$ cat config.mk
export PLATFORM = sky130hd
export DESIGN_NAME = sig_bucket_sched
export DESIGN_NICKNAME = d
export VERILOG_FILES = /design/src/rtl/sig_bucket_sched.sv
export SDC_FILE = /design/constraint.sdc
export NUM_CORES = 1
export LEC_CHECK = 0
export ABC_AREA = 0
export CORE_ASPECT_RATIO = 0.6
export CORE_MARGIN = 2
export CORE_UTILIZATION = 35
export CTS_CLUSTER_DIAMETER = 150
export DETAILED_ROUTE_END_ITERATION = 10
export DONT_BUFFER_PORTS = 1
export PLACE_DENSITY_LB_ADDON = 0.1
export SYNTH_ARGS = -nofsm -noshare
export SYNTH_HDL_FRONTEND = slang
export SYNTH_SLANG_ARGS = --single-unit
$ cat constraint.sdc
create_clock -name clk -period 5.2 [get_ports clk]
set_input_delay 1.04 -clock clk [delete_from_list [all_inputs] [get_ports clk]]
set_output_delay 1.04 -clock clk [all_outputs]
set_load 0.01 [all_outputs]
$ cat src/rtl/sig_bucket_sched.sv
// Scheduler/arbiter between the minhash controller and a single-port signature bucket memory.
// Optional drop counter output enabled with `define LSH_DROP_CNT_EN.
module sig_bucket_sched #(
  parameter int S      = 4,
  parameter int KEY_W  = 32,
  parameter int WI_W   = 32,
  parameter int GID_W  = 8,
  parameter int BKT_W  = 6,
  parameter int SLOT_W = 2
) (
  input  logic                           clk,
  input  logic                           reset,
  input  logic                           wr_valid,
  output logic                           wr_ready,
  input  logic [S*KEY_W-1:0]             wr_sig,
  input  logic [WI_W-1:0]                wr_wi,
  input  logic [GID_W-1:0]               wr_gid,
  input  logic                           rd_valid,
  output logic                           rd_ready,
  input  logic [KEY_W-1:0]               rd_key,
  output logic                           m_valid,
  output logic [WI_W-1:0]                m_wi,
  output logic [GID_W-1:0]               m_gid,
  output logic                           rd_done,
  output logic                           rd_found,
  input  logic                           clr,
  output logic                           mem_en,
  output logic                           mem_we,
  output logic [BKT_W+SLOT_W-1:0]        mem_addr,
  output logic [KEY_W+WI_W+GID_W-1:0]    mem_wdata,
  input  logic [KEY_W+WI_W+GID_W-1:0]    mem_rdata
`ifdef LSH_DROP_CNT_EN
  ,
  output logic [15:0]                    drop_cnt
`endif
);

  localparam int NB = 1 << BKT_W;
  localparam int DW = KEY_W + WI_W + GID_W;
  localparam int IW = (S > 1) ? $clog2(S) : 1;
  localparam logic [SLOT_W:0] OCC_MAX = (SLOT_W + 1)'(1 << SLOT_W);
  localparam logic [SLOT_W:0] OCC_ONE = (SLOT_W + 1)'(1);

  typedef enum logic [1:0] {IDLE, WRITE, READ, DRAIN} state_t;

  state_t              r_state, w_next;
  logic [SLOT_W:0]     r_occ [NB];
  logic                r_last_rd;
  logic [IW-1:0]       r_idx;
  logic [S*KEY_W-1:0]  r_sig;
  logic [WI_W-1:0]     r_wi;
  logic [GID_W-1:0]    r_gid;
  logic [KEY_W-1:0]    r_key;
  logic [SLOT_W:0]     r_k;
  logic                r_pend;
  logic                r_found;

  logic [KEY_W-1:0]    w_wsig;
  logic [BKT_W-1:0]    w_wbkt;
  logic [BKT_W-1:0]    w_rbkt;
  logic [BKT_W-1:0]    w_ibkt;
  logic                w_wfull;
  logic                w_match;

  assign w_wsig  = r_sig[r_idx*KEY_W +: KEY_W];
  assign w_wbkt  = w_wsig[BKT_W-1:0];
  assign w_rbkt  = r_key[BKT_W-1:0];
  assign w_ibkt  = rd_key[BKT_W-1:0];
  assign w_wfull = (r_occ[w_wbkt] == OCC_MAX);

  // Word read last cycle is compared now; r_pend marks that a read was issued.
  assign w_match  = r_pend && (mem_rdata[DW-1 -: KEY_W] == r_key);
  assign m_valid  = w_match;
  assign m_wi     = w_match ? mem_rdata[GID_W +: WI_W] : '0;
  assign m_gid    = w_match ? mem_rdata[GID_W-1:0]     : '0;
  assign rd_done  = (r_state == DRAIN);
  assign rd_found = rd_done && (r_found || w_match);

  always_comb begin
    w_next    = r_state;
    wr_ready  = 1'b0;
    rd_ready  = 1'b0;
    mem_en    = 1'b0;
    mem_we    = 1'b0;
    mem_addr  = '0;
    mem_wdata = '0;
    case (r_state)
      IDLE: begin
        if (!clr) begin
          if (wr_valid && (!rd_valid || r_last_rd)) begin
            wr_ready = 1'b1;
            w_next   = WRITE;
          end else if (rd_valid) begin
            rd_ready = 1'b1;
            w_next   = (r_occ[w_ibkt] == '0) ? DRAIN : READ;
          end
        end
      end
      WRITE: begin
        if (!w_wfull) begin
          mem_en    = 1'b1;
          mem_we    = 1'b1;
          mem_addr  = {w_wbkt, r_occ[w_wbkt][SLOT_W-1:0]};
          mem_wdata = {w_wsig, r_wi, r_gid};
        end
        if (r_idx == IW'(S - 1)) w_next = IDLE;
      end
      READ: begin
        mem_en   = 1'b1;
        mem_addr = {w_rbkt, r_k[SLOT_W-1:0]};
        if ((r_k + OCC_ONE) == r_occ[w_rbkt]) w_next = DRAIN;
      end
      DRAIN:   w_next = IDLE;
      default: w_next = IDLE;
    endcase
  end

`ifdef LSH_DROP_CNT_EN
  logic [15:0] r_drop;
  assign drop_cnt = r_drop;

  always_ff @(posedge clk) begin
    if (reset) begin
      r_drop <= '0;
    end else if (r_state == IDLE && clr) begin
      r_drop <= '0;
    end else if (r_state == WRITE && w_wfull && r_drop != '1) begin
      r_drop <= r_drop + 16'd1;
    end
  end
`endif

  always_ff @(posedge clk) begin
    if (reset) begin
      r_state   <= IDLE;
      r_occ     <= '{default: '0};
      r_last_rd <= 1'b0;
      r_idx     <= '0;
      r_sig     <= '0;
      r_wi      <= '0;
      r_gid     <= '0;
      r_key     <= '0;
      r_k       <= '0;
      r_pend    <= 1'b0;
      r_found   <= 1'b0;
    end else begin
      r_state <= w_next;
      r_pend  <= (r_state == READ);
      case (r_state)
        IDLE: begin
          if (clr) r_occ <= '{default: '0};
          if (wr_ready) begin
            r_sig     <= wr_sig;
            r_wi      <= wr_wi;
            r_gid     <= wr_gid;
            r_idx     <= '0;
            r_last_rd <= 1'b0;
          end
          if (rd_ready) begin
            r_key     <= rd_key;
            r_k       <= '0;
            r_found   <= 1'b0;
            r_last_rd <= 1'b1;
          end
        end
        WRITE: begin
          r_idx <= r_idx + IW'(1);
          if (!w_wfull) r_occ[w_wbkt] <= r_occ[w_wbkt] + OCC_ONE;
        end
        READ: begin
          r_k     <= r_k + OCC_ONE;
          r_found <= r_found || w_match;
        end
        default: ;
      endcase
    end
  end

endmodule
Yosys cells after proc, flatten, opt, wreduce, memory -nomap -nowiden. Cells that the tools add are included.

Bitwise logic cells: 3. $add $sub $neg: 3. Shift-type cells: 1. Reduce and logical (&&, ||, !) cells: 19. Equality and inequality tests: 15. $lt $le $gt $ge: 4. Muxes and demuxes: 46. Div/mod/pow operators: 0. Multiply operators: 0.

Operator list (count): $mux 192 (2); $pmux 192 s2 (1); $bwmux 192 (1); $mux 72 (2); $shiftx 128x8->32 (1); $bmux 3 s6 (3); $eq 32x32->1 (1); $mux 32 (1); $mux 3 (8); $ge 7x7->1 const B (3); $not 6->7 (3); $demux 3 s6 (1); $mux 8 (2); $pmux 8 s2 (1); $ne 2x2->1 const B (7); $mux 1 (13); $mux 2 (6); $reduce_and 2->1 (5); $pmux 2 s4 (1); $lt 7x1->1 const B (1); $add 3x1->3 const B (2); $eq 2x2->1 const B (3); $pmux 3 s2 (1); $reduce_bool 2->1 (3); other kinds (14) (19).

Input port bits: 277. Memories kept: 0. ROM bits: 0. Word-level logic and storage cells: 165. Bits in latches: 0. Bits in writable memories: 0. Flip-flop bits (word level): 402. Output and inout bits: 127.

Logic depth before layout (Yosys ltp). Gate-level depths: netlist of the first run.

Depth after elaboration: 10. Gate-level depth with buffers: 20. Mapped depth without buffers: 14.

Worst setup path after synthesis of the first run. No wires, ideal clock.

Path type: register -> output. From: register r_idx[0]. To: output mem_en. Data arrival time: 4.008 ns. Data required time: 4.160 ns. Buffers on the path: 6. Cell stages (with the launch flop): 18. Setup slack: 0.152 ns. Path through: dfxtp_1 > buf_6 > mux4_2 > buf_2 > buf_2 > buf_1 > clkbuf_1 > mux2i_1 > o22ai_1 > a32oi_1 > o2111ai_1 > nor3_1 > ha_1 > inv_1 > o21ai_2 > inv_1 > clkbuf_1 > o21a_1.

Longest elaborated chain between the ends: 8.

RTL lines: start: declaration (line 49) `logic [IW-1:0] r_idx;`; start signal: assignment (line 167) `r_idx <= r_idx + IW'(1);`; $shiftx 128x8->32 (line 65) `assign w_wsig = r_sig[r_idx*KEY_W +: KEY_W];`; $not 6->7 (not written as such) (line 69) `assign w_wfull = (r_occ[w_wbkt] == OCC_MAX);`; $bmux 3 s6 (line 69); $mux 3 (not written as such) (2 in series) (line 69); $eq 3x3->1 (line 69); $mux 1 (line 100) `if (!w_wfull) begin`; $pmux 1 s2 (line 87) `case (r_state)`; end: declaration (line 27) `output logic mem_en,`.

Every way passes these cells. The select of a mux whose other input is x is not followed.

Worst setup path after layout of the first run.
From: register r_idx[0]. To: output mem_addr[4].

Longest elaborated chain between the ends: 8.

RTL lines: $shiftx 128x8->32 * (line 65); $not 6->7 (not written as such) (line 69); $bmux 3 s6 (line 69); $mux 3 (not written as such) (2 in series) (line 69); $eq 3x3->1 (line 69); $mux 8 * (line 100); $pmux 8 s2 * (line 87); end: declaration (line 29) `output logic [BKT_W+SLOT_W-1:0] mem_addr,`.

Mark *: on every way between the ends. The rest lies on a longest branch, timed or not. The select of a mux whose other input is x is not followed.

==> Flow_metrics.wiki, run 1 <==
{| class="wikitable"
! Metric !! Value
|-
| Worst hold slack after final layout || 452 ps
|-
| Max FO, Critical Path || 6
|-
| Required time of the worst setup path || 4160 ps
|-
| Cells along the critical path || buf_4 -> buf_12 -> mux4_2 -> buf_12 -> nand2b_4 -> buf_6 -> o221ai_1 -> a22o_1 -> a211o_1 -> nor3_4 -> inv_2 -> ha_4 -> inv_4 -> o21ai_4 -> buf_12 -> o31ai_4 -> buf_6
|-
| Fmax achieved || 190 MHz
|-
| Number of instances in the synthesized netlist || between 2000 and 2500
|-
| Number of max-cap violations || 0
|-
| Pwr Density || 361 mW/mm²
|-
| Cell with the most instances on the worst path || sky130_fd_sc_hd__buf_12
|-
| Clock-pin slew of the registers on the worst-case setup and hold paths || ~60 ps
|-
| Net count after synthesis || approximately 2600
|-
| Normalized max-slew margin || 7.32%
|-
| Number of antenna-violating nets in the routed design || 0
|-
| Die boundary width || 317 µm
|-
| Largest stage delay on the critical path || 570 ps
|-
| GRT Total Usage || 33.4%
|-
| Number of antenna violations at the first check in global routing || 6
|-
| Number of max-slew violations in the final report || 0
|-
| Average vias per placed instance || 6.35
|-
| Routability congestion estimate from global placement || roughly 1.0
|-
| Hold-fix buffers at CTS || 0
|-
| Clock latency of the later-clocked register in the worst-skew pair || approximately 600 ps
|-
| Initial DRC Count || 2763
|-
| Unrepaired setup endpoints after global routing || yes
|-
| Final Net Count || 2669
|-
| Slowest cell on the critical path || sky130_fd_sc_hd__mux4_2
|-
| DRC violations left || 0
|-
| Yosys reg bits || 402
|-
| Most area-consuming cells after synthesis || sky130_fd_sc_hd__dfxtp_1, sky130_fd_sc_hd__mux4_2, sky130_fd_sc_hd__nand2_1, sky130_fd_sc_hd__a22o_1, sky130_fd_sc_hd__a21oi_1
|-
| Global-route wire length before repair || 145000 µm
|-
| Synth-to-Final Area Change || 17.8%
|-
| Maximum number of buffers from clock root to sink || 3
|-
| CP Capture Type || output port
|-
| Synthesized-area fraction occupied by ao, oa, aoi and oai cells || 22.6%
|-
| Final sum of negative setup slack || -1220 ps
|-
| Number of buffers inserted during clock tree synthesis || 42
|-
| Die Outline Area || between 0.06 and 0.07 mm²
|-
| Die height || 192 µm
|-
| Main combinational cell family by area after synthesis || compound AO/OA/AOI/OAI gates
|-
| Hold violation total from the final report || 0
|-
| # setup viols final || 58
|-
| Root Driver || sky130_fd_sc_hd__clkbuf_16
|-
| Final period demand of the worst path || roughly 5300 ps
|-
| Category of cells accounting for the largest share of critical-path delay || compound AO/OA/AOI/OAI gates
|-
| Run status || complete, but fails checks
|-
| CP Class || flop to output port
|-
| Synth Area in XOR/XNOR || roughly 1.6%
|-
| I/O Buffers || 0
|-
| Number of warnings issued by yosys || 0
|-
| Tcrit/Tclk final || 101%
|-
| Final worst-path setup slack || -68.2 ps
|-
| Placement row count || 68
|-
| Total routed wirelength || 105000 µm
|-
| Post-synth EDFFs || 0
|-
| Startpoint type of the worst setup path || flop
|-
| CORE AREA || 0.0579 mm²
|-
| Most frequent cells after synthesis || sky130_fd_sc_hd__nand2_1, sky130_fd_sc_hd__dfxtp_1, sky130_fd_sc_hd__a21oi_1
|-
| Mux contribution to synthesized area || 12.7%
|-
| Netlist area before placement || 0.0206 mm²
|-
| Top flip-flop cell by instance count after synthesis || sky130_fd_sc_hd__dfxtp_1
|-
| Maximum vdd ir drop || about 0.27 mV
|-
| TritonCTS clock tree || done
|-
| Post-synth cell types || 62
|-
| Post-Synth Simple-Gate Area || 19.1%
|-
| Share of async-settable or async-resettable flops after synthesis || 0%
|-
| Share of the yosys chip area belonging to registers || roughly 40%
|-
| P_leak || between 8 and 9 nW
|-
| Type of the most critical hold path || flop to flop
|-
| Total overflow reported by the global router || 0
|-
| DP Worst Slack || -225 ps
|-
| Cell with the most instances after synthesis || sky130_fd_sc_hd__nand2_1
|-
| Total iterations of the first detailed-routing run || 6
|-
| Average footprint of a synthesized cell || 8.76 µm²
|-
| Actual transition at the worst max-transition pin || 1390 ps
|-
| H-tree depth reported by CTS || 2
|-
| Number of buffers and inverters on the critical path || 8
|-
| Data arrival time of the worst path || 4230 ps
|-
| Initial cell density of the core || 35.6%
|-
| Largest net degree at the start of global routing || between 200 and 250
|-
| CTS sink count || 402
|-
| Number of ports placed on the die boundary || between 400 and 500
|-
| Yosys top cell by area || sky130_fd_sc_hd__dfxtp_1
|-
| Via count of the first global-routing pass || 18800
|-
| Average wire per standard cell || approximately 33 µm
|-
| Overall Power || 0.00876 W
|-
| DP Wirelength || 77100 µm
|-
| Maximum clock skew at final layout || 28.9 ps
|-
| Violated checks || setup timing
|-
| Adder-cell area share of the yosys netlist || less than 1%
|-
| DR vias || 20200
|-
| Layout cell share with drive strength beyond 1 || 18.9%
|-
| Portion of synthesized cell area occupied by the leading cell type || between 30% and 40%
|}
==> power by group <==
group / internal (W) / leakage [nW] / switching [W]
clock network: 0.00166 / 0.668 / 0.00137
logic: 0.000839 / 4.63 / 0.00154
registers: 0.00322 / 3.25 / 0.000125
==> worst paths after layout <==
| kind | start | slack (ps) | cells past startpoint | endpoint |
|---|---|---|---|---|
| max reg2reg | r_idx[0]$_SDFFE_PP0P_ | 310 | 20 | r_occ[156]$_SDFFE_PP0P_ |
| min reg2reg | r_sig[114]$_SDFFE_PP0P_ | 450 | 2 | r_sig[114]$_SDFFE_PP0P_ |
| min | r_sig[114]$_SDFFE_PP0P_ | 450 | 2 | r_sig[114]$_SDFFE_PP0P_ |
| max | r_idx[0]$_SDFFE_PP0P_ | -70 | 17 | mem_addr[4] |
==> sequential cells by signal (all words and copies together), names as in the netlist <==
register / flops
r_occ: 192
r_sig: 128
r_key: 32
r_wi: 32
r_gid: 8
r_k: 3
r_idx: 2
r_state: 2
r_found: 1
r_last_rd: 1
r_pend: 1
==> timing repair <==
| action | 4_1_cts | 5_1_grt |
|---|---|---|
| pin swaps | 11 | 13 |
| gates cloned | 4 | 1 |
| setup buffers | 34 | 2 |
| setup endpoints to repair | 88 | 81 |
| resized for setup | 54 | 45 |
==> kinds of logic (layout without fill, tap and decap cells) <==
logic type | after synthesis | in the layout
mux | 137 | 138
flops | 402 | 402
xor+xnor | 38 | 38
compound gates | 650 | 650
fa+ha+maj | 9 | 9
buf+inv | 216 | 278
simple gates | 899 | 899
other cells | 0 | 1
==> worst register-to-register path: cells and delay by family (launching register included) <==
kind,cells,cell delay [ps]
flip-flops,1,390
buffers and inverters,10,1410
multiplexers,1,570
adder cells (fa/ha/maj),1,170
AO/OA/AOI/OAI,4,890
AND/OR/NAND/NOR,4,1410
==> through the flow <==
step | area [µm²] | instances | utilization [%]
global placement | 22000 | 3069 | 38.1
finish | 24300 | 3185 | 41.9
floorplan | 20600 | 2351 | -
detailed placement | 22000 | 3069 | 38.1
global route | 24200 | 3184 | 41.9
CTS | 24000 | 3181 | 41.6
==> layout make-up <==
type	instances	area, µm²
clock inverter	14	134
antenna	1	2.50
sequential	402	8060
multi-input combinational	1734	12000
timing repair buffer	182	1770
fill	5808	33600
inverter	21	83.8
clock buffer	61	1230
tap	770	963
==> routing by layer <==
layer / vias up / track usage (%) / part of all wire [%]
li1: 8646 / - / -
met3: 171 / 13.0 / 13
met4: 8 / 7.10 / 2.4
met1: 10100 / 48.5 / 45
met5: - / 1.30 / 0.14
met2: 1255 / 46.2 / 40
==> cells in the final DEF (no fill, tap or decap), types with 11 or more instances in the layout <==
master                      instances
sky130_fd_sc_hd__dfxtp_1          398
sky130_fd_sc_hd__inv_1             16
sky130_fd_sc_hd__nor4_1            35
sky130_fd_sc_hd__o221ai_2          20
sky130_fd_sc_hd__o22ai_1           17
sky130_fd_sc_hd__nor3_1            41
sky130_fd_sc_hd__and2_1            85
sky130_fd_sc_hd__clkbuf_8          11
sky130_fd_sc_hd__o221ai_1          36
sky130_fd_sc_hd__nand2_1          498
sky130_fd_sc_hd__mux2_2            14
sky130_fd_sc_hd__mux2i_1           19
sky130_fd_sc_hd__o2bb2ai_1         14
sky130_fd_sc_hd__buf_6             11
sky130_fd_sc_hd__nor2b_1           21
sky130_fd_sc_hd__a22o_1           174
sky130_fd_sc_hd__nor2_1           138
sky130_fd_sc_hd__o21ai_0           15
sky130_fd_sc_hd__nor2b_2           12
sky130_fd_sc_hd__buf_12            22
sky130_fd_sc_hd__xnor2_1           32
sky130_fd_sc_hd__clkbuf_16         43
sky130_fd_sc_hd__nand3_1           23
sky130_fd_sc_hd__a21oi_1          266
sky130_fd_sc_hd__buf_4            144
sky130_fd_sc_hd__mux4_2            97
sky130_fd_sc_hd__a22oi_1           14
sky130_fd_sc_hd__a211oi_1          24
Note: power is estimated with default switching activity, not from simulation.
==> inputs of run 2 (changes only) <==
- CORE_UTILIZATION: 35 -> 58
==> run 2 against run 1 <==
The flow still finishes with violations (setup timing). Non-clock buffer count decreased by 46. Highest routed layer unchanged. Power decreased by 3.5%. Sequential share of layout area grew 1.7 points. Register-to-register slack better by 280 ps. Critical path type unchanged. Die area is 39% lower. Fmax shrank 0.69%. Cell area shrank 4.9%. Final cell count shrank 11%. Largest power group unchanged. Via count rose by 2.1%. Critical endpoint is now mem_addr[5]. Global-route usage up 15 points. Worst hold slack better by 4.0 ps. Sequential power barely moved.
==> Flow_metrics.wiki, run 2 (synthesis gave the netlist of run 1 again) <==
{| class="wikitable"
! Metric !! Value
|-
| Normalized max-slew margin || 15.1% (+7.7 points)
|-
| Clock latency of the later-clocked register in the worst-skew pair || 560 ps (-40 ps)
|-
| Number of buffers inserted during clock tree synthesis || 37 (-12%)
|-
| Layout cell share with drive strength beyond 1 || 17.1% (-1.9 points)
|-
| Hold-fix buffers at CTS || 0 (unchanged)
|-
| Largest net degree at the start of global routing || 241 (unchanged)
|-
| Die boundary width || 247 µm (-22%)
|-
| Violated checks || setup timing
|-
| Actual transition at the worst max-transition pin || 1270 ps (-116 ps)
|-
| Number of ports placed on the die boundary || 404 (unchanged)
|-
| DR vias || 20700 (+2.1%)
|-
| Total iterations of the first detailed-routing run || 9 (+3)
|-
| Hold violation total from the final report || 0 (unchanged)
|-
| Startpoint type of the worst setup path || flop
|-
| Commonest cells after routing, fill and taps aside || sky130_fd_sc_hd__nand2_1, sky130_fd_sc_hd__dfxtp_1, sky130_fd_sc_hd__a21oi_1, sky130_fd_sc_hd__a22o_1, sky130_fd_sc_hd__nor2_1
|-
| Overall Power || 0.00845 W (-3.5%)
|-
| Via count of the first global-routing pass || 18700 (-0.65%)
|-
| CP Class || flop to output port
|-
| Maximum vdd ir drop || 0.282 mV (+5.4%)
|-
| Number of flip-flops in the largest register || 192 (unchanged)
|-
| Routability congestion estimate from global placement || 1.13 (+12%)
|-
| Root Driver || sky130_fd_sc_hd__clkbuf_16
|-
| CP Capture Type || output port
|-
| I/O Buffers || 0 (unchanged)
|-
| Initial cell density of the core || 58.8% (+23 points)
|-
| Data arrival time of the worst path || 4260 ps (+30 ps)
|-
| Final cell utilization of the core || 65.9% (+24 points)
|-
| Pwr Density || 366 mW/mm² (+1.5%)
|-
| Final Net Count || 2617 (-1.9%)
|-
| Placement row count || 53 (-22%)
|-
| Final worst-path setup slack || -105 ps (-36.6 ps)
|-
| Run status || complete, but fails checks
|-
| Tcrit/Tclk final || 102% (+0.70 points)
|-
| Number of antenna violations at the first check in global routing || 7 (+1)
|-
| P_leak || 8.18 nW (-4.3%)
|-
| Die height || 150 µm (-22%)
|-
| Regs by FF count || r_occ x192, r_sig x128
|-
| Initial DRC Count || 3713 (+34%)
|-
| Die Outline Area || 0.0371 mm² (-39%)
|-
| Global-route wire length before repair || 130000 µm (-10%)
|-
| Number of max-slew violations in the final report || 0 (unchanged)
|-
| Type of the most critical hold path || flop to flop
|-
| DRC violations left || 0 (unchanged)
|-
| Number of antenna-violating nets in the routed design || 0 (unchanged)
|-
| Unrepaired setup endpoints after global routing || yes
|-
| TritonCTS clock tree || done
|-
| # setup viols final || 46 (-21%)
|-
| DP Wirelength || 67700 µm (-12%)
|-
| Average wire per standard cell || 32.8 µm (-0.57%)
|-
| Total overflow reported by the global router || 0 (unchanged)
|-
| H-tree depth reported by CTS || 2 (unchanged)
|-
| GRT Total Usage || 48.5% (+15 points)
|-
| Maximum number of buffers from clock root to sink || 3 (unchanged)
|-
| Most common cell after layout, fill and taps aside || sky130_fd_sc_hd__nand2_1
|-
| Maximum clock skew at final layout || 13.6 ps (-15.3 ps)
|-
| Average vias per placed instance || 7.31 (+15%)
|-
| Synth-to-Final Area Change || 12.0%
|-
| Fmax achieved || 189 MHz (-0.69%)
|-
| Register containing the most flip-flops in the final layout || r_occ
|-
| Total routed wirelength || 92600 µm (-12%)
|-
| CORE AREA || 0.0350 mm² (-39%)
|-
| Required time of the worst setup path || 4160 ps (about the same)
|-
| Final period demand of the worst path || 5300 ps (+36.6 ps)
|-
| Number of max-cap violations || 0 (unchanged)
|-
| CTS sink count || 402 (unchanged)
|-
| Clock-pin slew of the registers on the worst-case setup and hold paths || 70 ps (about the same)
|-
| Max FO, Critical Path || 7 (+1)
|}
[run 2: cell type report]
class / count / area (µm²)
Fill cell: 2808 / 11900
Multi-Input combinational cell: 1733 / 11900
Sequential cell: 402 / 8060
Timing Repair Buffer: 136 / 1190
Clock buffer: 48 / 1010
Tap cell: 467 / 584
Clock inverter: 17 / 248
Inverter: 21 / 81.3
Antenna cell: 3 / 7.51
[run 2: what timing repair did]
| action | CTS | global route |
|---|---|---|
| pin swaps | 7 | 10 |
| hold endpoints to repair | 0 | 0 |
| setup buffers | 9 | 7 |
| resized for setup | 25 | 52 |
| endpoints found under the setup margin | 81 | 81 |
| gates cloned | 0 | 1 |
[run 2: report_power, final]
group	internal [W]	switching, W	leakage (nW)
sequential	0.00322	0.000133	3.25
combinational	0.000725	0.00147	4.32
clock	0.00164	0.00127	0.607
[run 2: metal layers]
layer	share of wire, %	track usage (%)
met1	38	65.2
met2	38	63.4
met3	19	27.0
met4	4.6	17.9
met5	0.56	6.02
[run 2: critical path, cell delays in order, from the launching register on]
cell and delay [ps]:
sky130_fd_sc_hd__dfxtp_4 410, sky130_fd_sc_hd__buf_8 150, sky130_fd_sc_hd__mux4_2 570, sky130_fd_sc_hd__buf_4 170
sky130_fd_sc_hd__buf_4 160, sky130_fd_sc_hd__nor2_2 390, sky130_fd_sc_hd__a221oi_1 170, sky130_fd_sc_hd__o22ai_1 210
sky130_fd_sc_hd__a22o_1 340, sky130_fd_sc_hd__nor3_4 80, sky130_fd_sc_hd__ha_2 220, sky130_fd_sc_hd__inv_2 80
sky130_fd_sc_hd__o21ai_4 110, sky130_fd_sc_hd__buf_6 180, sky130_fd_sc_hd__o21ai_0 270, sky130_fd_sc_hd__buf_4 190
[run 2: worst paths after layout]
path | from | endpoint | slack, ps | cells past startpoint
hold / removal | r_wi[26]$_SDFFE_PP0P_ | r_wi[26]$_SDFFE_PP0P_ | 460 | 2
setup reg to reg | r_idx[0]$_SDFFE_PP0P_ | r_occ[15]$_SDFFE_PP0P_ | 590 | 16
hold reg to reg | r_wi[26]$_SDFFE_PP0P_ | r_wi[26]$_SDFFE_PP0P_ | 460 | 2
setup / recovery | r_idx[0]$_SDFFE_PP0P_ | mem_addr[5] | -100 | 15
[run 2: per-stage QoR]
step / setup WS [ps] / cells / hold slack (ps) / instance area [µm²] / TNS [ps]
floorplan: 152 / 2351 / 432 / 20600 / 0
global placement: 88.6 / 2742 / 434 / 21400 / 0
detailed placement: 2.40 / 2742 / 441 / 21400 / 0
CTS: 1.37 / 2816 / 449 / 22800 / 0
global route: -157 / 2827 / 466 / 23100 / -8540
finish: -105 / 2827 / 456 / 23100 / -1830
